===== src/rtl/matmul_stream_io.sv =====
// rtl/matmul_stream_io.sv - stream loader/unloader around the packed float matrix multiplier
// Collects A then B row-major, fires the multiplier, then streams the result row-major.
module matmul_stream_io #(
  parameter int S       = 32,
  parameter int H       = 2,
  parameter int C       = 2,
  parameter int W       = 2,
  parameter int TIMEOUT = 1024
) (
  input  logic             clk,
  input  logic             rst_n,
  input  logic             in_valid,
  output logic             in_ready,
  input  logic [S-1:0]     in_data,
  output logic [S*H*C-1:0] mm_a,
  output logic [S*C*W-1:0] mm_b,
  output logic             mm_start,
  input  logic             mm_done,
  input  logic [S*H*W-1:0] mm_o,
  output logic             out_valid,
  input  logic             out_ready,
  output logic [S-1:0]     out_data,
  output logic             out_last,
  output logic             busy,
  output logic             err
);

  localparam int NA   = H * C;
  localparam int NB   = C * W;
  localparam int NO   = H * W;
  localparam int M1   = (NA > NB) ? NA : NB;
  localparam int M2   = (M1 > NO) ? M1 : NO;
  localparam int MAXN = (M2 > TIMEOUT) ? M2 : TIMEOUT;
  localparam int CW   = $clog2(MAXN + 1);

  typedef enum logic [2:0] {
    ST_IDLE, ST_LOAD_A, ST_LOAD_B, ST_FIRE, ST_WAIT, ST_DRAIN
  } state_t;

  state_t          state_q, state_d;
  logic [CW-1:0]   cnt_q, cnt_d;
  logic [CW-1:0]   timer_q, timer_d;
  logic            err_q, err_d;
  logic            cap;
  logic [S*NO-1:0] res_q;

  // Multiplier operand layout: A stored column-major, B stored column-major, both slot-reversed.
  function automatic int a_slot(input int n);
    return NA - 1 - ((n % C) * H + n / C);
  endfunction

  function automatic int b_slot(input int n);
    return NB - 1 - ((n % W) * C + n / W);
  endfunction

  always_ff @(posedge clk or negedge rst_n) begin
    if (!rst_n) begin
      state_q <= ST_IDLE;
      cnt_q   <= '0;
      timer_q <= '0;
      err_q   <= 1'b0;
    end else begin
      state_q <= state_d;
      cnt_q   <= cnt_d;
      timer_q <= timer_d;
      err_q   <= err_d;
    end
  end

  always_comb begin
    state_d = state_q;
    cnt_d   = cnt_q;
    timer_d = timer_q;
    err_d   = 1'b0;
    cap     = 1'b0;
    case (state_q)
      ST_IDLE: begin
        state_d = ST_LOAD_A;
        cnt_d   = '0;
      end
      ST_LOAD_A: begin
        if (in_valid) begin
          if (cnt_q == CW'(NA - 1)) begin
            state_d = ST_LOAD_B;
            cnt_d   = '0;
          end else begin
            cnt_d = cnt_q + 1'b1;
          end
        end
      end
      ST_LOAD_B: begin
        if (in_valid) begin
          if (cnt_q == CW'(NB - 1)) begin
            state_d = ST_FIRE;
            cnt_d   = '0;
          end else begin
            cnt_d = cnt_q + 1'b1;
          end
        end
      end
      ST_FIRE: begin
        state_d = ST_WAIT;
        timer_d = '0;
      end
      ST_WAIT: begin
        // timer_q==0 marks the first WAIT cycle, where a done left over from the last job is ignored
        if (timer_q != '0 && mm_done) begin
          state_d = ST_DRAIN;
          cnt_d   = '0;
          cap     = 1'b1;
        end else if (timer_q == CW'(TIMEOUT - 1)) begin
          state_d = ST_LOAD_A;
          cnt_d   = '0;
          err_d   = 1'b1;
        end else begin
          timer_d = timer_q + 1'b1;
        end
      end
      ST_DRAIN: begin
        if (out_ready) begin
          if (cnt_q == CW'(NO - 1)) begin
            state_d = ST_LOAD_A;
            cnt_d   = '0;
          end else begin
            cnt_d = cnt_q + 1'b1;
          end
        end
      end
      default: state_d = ST_IDLE;
    endcase
  end

  always_comb begin
    in_ready  = 1'b0;
    mm_start  = 1'b0;
    out_valid = 1'b0;
    out_last  = 1'b0;
    out_data  = '0;
    busy      = (state_q != ST_IDLE);
    err       = err_q;
    case (state_q)
      ST_LOAD_A, ST_LOAD_B: in_ready = 1'b1;
      ST_FIRE:              mm_start = 1'b1;
      ST_DRAIN: begin
        out_valid = 1'b1;
        out_last  = (cnt_q == CW'(NO - 1));
        for (int n = 0; n < NO; n++)
          if (cnt_q == CW'(n)) out_data = res_q[S*(NO-1-n) +: S];
      end
      default: ;
    endcase
  end

  always_ff @(posedge clk or negedge rst_n) begin
    if (!rst_n) begin
      mm_a  <= '0;
      mm_b  <= '0;
      res_q <= '0;
    end else begin
      for (int n = 0; n < NA; n++)
        if (state_q == ST_LOAD_A && in_valid && cnt_q == CW'(n))
          mm_a[S*a_slot(n) +: S] <= in_data;
      for (int n = 0; n < NB; n++)
        if (state_q == ST_LOAD_B && in_valid && cnt_q == CW'(n))
          mm_b[S*b_slot(n) +: S] <= in_data;
      if (cap) res_q <= mm_o;
    end
  end

endmodule


===== config.mk =====
export PLATFORM = sky130hd
export DESIGN_NAME = matmul_stream_io
export DESIGN_NICKNAME = d
export VERILOG_FILES = /design/src/rtl/matmul_stream_io.sv
export SDC_FILE = /design/constraint.sdc
export NUM_CORES = 1
export LEC_CHECK = 0
export CAP_MARGIN = 20
export CORE_MARGIN = 2
export CORE_UTILIZATION = 30
export CTS_CLUSTER_SIZE = 12
export DETAILED_ROUTE_END_ITERATION = 6
export SETUP_SLACK_MARGIN = 0.1
export SYNTH_ARGS = -nofsm -noshare
export SYNTH_HDL_FRONTEND = slang
export SYNTH_SLANG_ARGS = --single-unit

===== constraint.sdc =====
create_clock -name clk -period 2.3 [get_ports clk]
set_input_delay 0.46 -clock clk [delete_from_list [all_inputs] [get_ports clk]]
set_output_delay 0.46 -clock clk [all_outputs]
set_load 0.01 [all_outputs]

==> results.tsv, run 1 <==
metric	value	unit
largest net degree at the start of global routing	90	
Worst Skew	14.2	ps
final layout net count	1920	
GP Congestion	0.830	
Core Area	0.0551	mm^2
CTS tree	done	
yosys warns	0	
distinct cell type count after synthesis	48	
Worst Path Required	1840	ps
final core utilization	0.478	
most common cell after layout, fill and taps aside	clkdlybuf4s50_1	
dpl cell area	0.0230	mm^2
Initial Util	0.303	
Worst-Margin Slew	757	ps
IO Port Bufs	458	
reg2reg start	timer_q[1]$_DFFE_PN0P_	
first-pass GRT wire length	83100	um
die area	0.0576	mm^2
Die Y	240	um
highest clock rate	340	MHz
endpoints failing hold	0	
post-synthesis cell count	1161	
final setup fails	167	
drt pass-1 iters	4	
Leak	12.2	nW
Min Clock Period, post-route	2940	ps
synthesis-to-finish area growth	57.5	%
dpl hpwl	35200	um
RSZ-0062 raised after global routing	true	
EDFF count, synth	0	
# DRC	0	
Vias/cell	4.85	
Iter 0 DRT Violations	531	
FF+latch count, synth	410	
clk sinks	410	
buffer depth of the longest clock path	3	
setup ws final	-639	ps
final WL	57000	um
highest routing layer actually used	met4	
commonest register cell after synthesis	dfrtp_1	
post-synthesis sequential area ratio	0.614	
Final Cell Area	0.0263	mm^2
layout cells sized above 1	0.402	
Overflow after GRT	0	
die width	240	um
status	complete, but fails checks	
critical path launch point type	flop	
CP Class	reg2out	
most frequent cells in the layout	clkdlybuf4s50_1 (420), dfrtp_1 (410), mux2_2 (248)	
WL met3	4740	um
syn nets	1332	
Final ANT Viol Nets	0	
detailed-route via count	12300	
vias in the first global route	13200	
crit path DAT	2480	ps
pwr/cell area	1230	mW/mm^2
max_cap viols	0	
maximum VDD drop	0.917	mV
I/O pin count	459	
H-Tree Depth	2	
clock slew at reported path FFs	60	ps
slew margin rel.	0.493	
clock latency on the worst-skew pair	580	ps
capturing element type of the critical path	output port	
failing checks	setup timing	
met1 WL	23700	um
Final period util	1.28	
syn avg cell area	14.4	um^2
Num CTS Buffers	46	
total track usage	0.190	
Met2 Wirelength	26900	um
root buf cell	clkbuf_16	
Max FO, Critical Path	8	
crit path from	cnt_q[7]$_DFFE_PN0P_	
Post-Syn Area	0.0167	mm^2
site row count	86	
initial antenna violation count	2	
HP Class	in2async	
Synth async-reset ratio	1.00	
Final Max Tran Viols	0	
wire per inst	22.5	um
[cells in the mapped netlist, types with 2 or more instances]
cell type | number | area [um^2]
o211ai_1 | 3 | 22.5
mux2_1 | 29 | 327
and4_1 | 2 | 17.5
nor2_1 | 15 | 56.3
nand4b_1 | 2 | 17.5
nor3b_1 | 2 | 15.0
buf_4 | 13 | 97.6
buf_1 | 7 | 26.3
nand4_1 | 5 | 31.3
a22o_1 | 9 | 78.8
o21ai_0 | 76 | 380
or3_1 | 3 | 18.8
nand2_1 | 56 | 210
clkbuf_1 | 37 | 139
mux2i_1 | 2 | 20.0
nand3_1 | 21 | 105
or2_2 | 7 | 43.8
o31ai_1 | 5 | 37.5
buf_2 | 8 | 40.0
inv_1 | 8 | 30.0
ha_1 | 6 | 75.1
a221oi_1 | 32 | 280
nor3_1 | 4 | 20.0
dfrtp_1 | 410 | 10300
nor2b_1 | 4 | 25.0
nand2b_1 | 5 | 31.3
a21oi_1 | 7 | 35.0
or4_1 | 7 | 52.6
o2bb2ai_1 | 2 | 17.5
mux2_2 | 356 | 4010
[logic make-up after synthesis]
| family | after synthesis | synth area share |
|---|---|---|
| simple gates | 139 | 0.0421 |
| mux | 387 | 0.261 |
| fa+ha+maj | 6 | 0.00450 |
| buf+inv | 74 | 0.0202 |
| compound gates | 145 | 0.0580 |
| flops | 410 | 0.614 |
[cell type report]
type / count / area (um^2)
diodes: 4 / 10.0
fillers: 4842 / 28800
flip-flops and latches: 410 / 10300
well taps: 748 / 936
clock buffers: 71 / 1330
multi-input cells: 678 / 7010
clock inverters: 13 / 194
repair buffers: 605 / 6540
inverters: 8 / 30.0
[stage by stage]
stage          TNS [ps]  power, mW  std cells  hold slack, ps  setup WS (ps)
6_report         -43180       32.5       2537             358           -639
5_1_grt          -65490       34.1       2535             350           -779
4_1_cts          -35910       32.1       2517             336           -712
3_5_place_dp     -28190       23.5       2386             360           -406
3_3_place_gp     -19750       23.3       2386             360           -324
2_1_floorplan         0       16.7       1161             164           47.3
[metal layers]
layer  vias to the layer above  GRT usage
li1                       5413          -
met1                      6393      0.237
met2                       405      0.309
met3                        88     0.0662
met4                         0     0.0599
met5                         -          0
[power by group]
group,leakage (nW),switching (mW),internal (mW)
clock network,0.736,3.04,4.33
registers,5.25,1.72,10.1
logic,6.20,5.42,7.83
[state kept, by name, summed over array words and instances, names as in the netlist]
| register | count |
|---|---|
| cnt_q | 11 |
| err | 1 |
| mm_a | 128 |
| mm_b | 128 |
| res_q | 128 |
| state_q | 3 |
| timer_q | 11 |
[timing repair]
item                                   4_1_cts  5_1_grt
buffers inserted                            26       11
pin swaps                                    7       23
hold buffers                                 1        0
endpoints found under the hold margin       17        0
resized for setup                          307      132
cloned                                      20        7
setup endpoints to repair                  325      434
[final timing paths]
path | end | depth (start not counted) | slack (ps)
max | out_data[30] | 9 | -640
min | res_q[58]$_DFFE_PN0P_ | 2 | 360
max reg2reg | res_q[8]$_DFFE_PN0P_ | 10 | -270
min reg2reg | mm_a[19]$_DFFE_PN0P_ | 1 | 490
max in group asynchronous | mm_b[36]$_DFFE_PN0P_ | 3 | 1150
min in group clk | mm_a[19]$_DFFE_PN0P_ | 1 | 490
[critical path: stages, from the launching register on]
cell and delay, ps:
dfrtp_1 420, nor4_4 330, buf_4 180, buf_6 90, nand4_1 170, buf_6 200, clkbuf_16 180, o21ai_2 130
o21ai_2 70, buf_2 150
Note: power is estimated with default switching activity, not from simulation.
==> run 2, diff against run 1 <==
CORE_ASPECT_RATIO = 0.7   (was not set)
==> run 2 against run 1 <==
  * The run still ends with setup timing left
  * Sequential cell count is the same
  * Power increased by 1.3%
  * Register-to-register slack gained 100 ps
  * Hold slack improved by 55 ps
  * Global-route usage shrank 0.20 points
  * Die area hardly changed
  * Setup slack improved by 20 ps
  * Non-clock buffer count increased by 34
  * Routed wire length rose by 4.2%
  * Sequential share of layout area fell by 0.87 points
  * Cell area rose by 2.3%
  * Critical endpoint is now out_data[3]
  * Largest cell class unchanged
  * Largest power group unchanged
==> results.tsv, run 2 (synthesis gave the netlist of run 1 again) <==
metric	value	unit
reg2reg start	timer_q[0]$_DFFE_PN0P_	
fin cells	2554	
Worst Path Required	1840	ps
drt pass-1 iters	5	
Overflow after GRT	0	
# DRC	0	
Initial Util	0.303	
final WL	59500	um
Iter 0 DRT Violations	702	
Worst-Margin Slew	809	ps
Final Max Tran Viols	0	
slew margin rel.	0.460	
Final period util	1.27	
CTS tree	done	
clock latency on the worst-skew pair	580	ps
max_cap viols	0	
vias in the first global route	13200	
Sequential Area	0.0103	mm^2
root buf cell	clkbuf_16	
final setup fails	256	
largest net degree at the start of global routing	65	
highest clock rate	343	MHz
final layout net count	1954	
ant diodes	0	
maximum VDD drop	0.672	mV
Die Y	201	um
pwr/cell area	1220	mW/mm^2
Num CTS Buffers	44	
capturing element type of the critical path	output port	
I/O pin count	459	
layout cells sized above 1	0.434	
footprint of the multi-input gates	0.00733	mm^2
CP Class	reg2out	
most frequent cells in the layout	clkdlybuf4s50_1 (420), dfrtp_1 (410), mux2_2 (242)	
initial antenna violation count	0	
die area	0.0576	mm^2
Vias/cell	4.91	
crit path DAT	2460	ps
Final Cell Area	0.0269	mm^2
Setup TNS	-35620	ps
RSZ-0062 raised after global routing	true	
biggest regs	mm_a x128, mm_b x128, res_q x128	
Final ANT Viol Nets	0	
WHS	413	ps
H-Tree Depth	2	
endpoints failing hold	0	
total track usage	0.188	
Min Clock Period, post-route	2920	ps
post-placement cell count	2395	
setup ws final	-620	ps
buffer depth of the longest clock path	3	
layout filler cell count	4720	
dpl hpwl	35000	um
failing checks	setup timing	
post-place setup slack	-335	ps
HP Class	in2async	
critical path launch point type	flop	
Core Area	0.0551	mm^2
R2R setup slack	-170	ps
clock slew at reported path FFs	70	ps
most common cell after layout, fill and taps aside	clkdlybuf4s50_1	
site row count	72	
GP Congestion	0.833	
synthesis-to-finish area growth	61.1	%
Leak	12.6	nW
dpl cell area	0.0231	mm^2
IO Port Bufs	458	
R2R depth	9	
Worst Skew	17.8	ps
first-pass GRT wire length	83300	um
die width	286	um
clk sinks	410	
detailed-route via count	12500	
worst reg2reg endpoint	timer_q[5]$_DFFE_PN0P_	
Max FO, Critical Path	4	
status	complete, but fails checks	
wire per inst	23.3	um
==> run 2: power breakdown <==
part           switching (mW)  internal (mW)
logic                    5.66           8.21
registers                1.75           10.1
clock network            3.05           4.08
==> run 2: worst max path at each step <==
stage,startpoint,endpoint,slack [ps],depth (start not counted)
5_1_grt,cnt_q[7]$_DFFE_PN0P_,out_data[3],-740,9
3_3_place_gp,cnt_q[7]$_DFFE_PN0P_,out_data[1],-290,7
6_report,cnt_q[7]$_DFFE_PN0P_,out_data[3],-620,9
3_5_place_dp,cnt_q[7]$_DFFE_PN0P_,out_data[24],-330,8
2_1_floorplan,timer_q[0]$_DFFE_PN0P_,res_q[108]$_DFFE_PN0P_,50,8
4_1_cts,cnt_q[10]$_DFFE_PN0P_,out_data[21],-650,10
==> run 2: through the flow <==
| stage | util | power [mW] |
|---|---|---|
| final | 0.488 | 32.9 |
| after detailed placement | 0.419 | 23.5 |
| after global placement | 0.419 | 23.3 |
| after CTS | 0.459 | 31.6 |
| after floorplan | - | 16.7 |
| after global routing | 0.488 | 34.6 |
==> run 2: area by class of cell <==
| cell class | count | area share |
|---|---|---|
| clock buffer | 68 | 0.0492 |
| clock inverter | 9 | 0.00381 |
| inverter | 8 | 0.00112 |
| multi-input combinational | 680 | 0.272 |
| sequential | 410 | 0.381 |
| tap | 740 | 0.0344 |
| timing repair buffer | 639 | 0.258 |
==> run 2: per-layer routing <==
| metal | up-vias | share of wire | GRT usage |
|---|---|---|---|
| li1 | 5488 | - | - |
| met1 | 6542 | 0.43 | 0.246 |
| met2 | 427 | 0.46 | 0.295 |
| met3 | 88 | 0.080 | 0.0643 |
| met4 | 0 | 0.024 | 0.0535 |
| met5 | - | 0 | 0 |
==> run 2: timing repair <==
| item | CTS | global route |
|---|---|---|
| hold buffers | 1 | 0 |
| pin swaps | 32 | 34 |
| endpoints found under the setup margin | 335 | 405 |
| buffers inserted | 22 | 26 |
| hold endpoints to repair | 38 | 0 |
| resized for setup | 270 | 272 |
| cloned | 15 | 28 |
==> run 2: critical path, cell delays in order, from the launching register on <==
cell       delay, ps
dfrtp_1          410
nor4_4           310
buf_4            160
buf_6             80
nand4_1          190
buf_6            210
clkbuf_16        160
o21ai_4          140
o21ai_2           60
buf_2            150
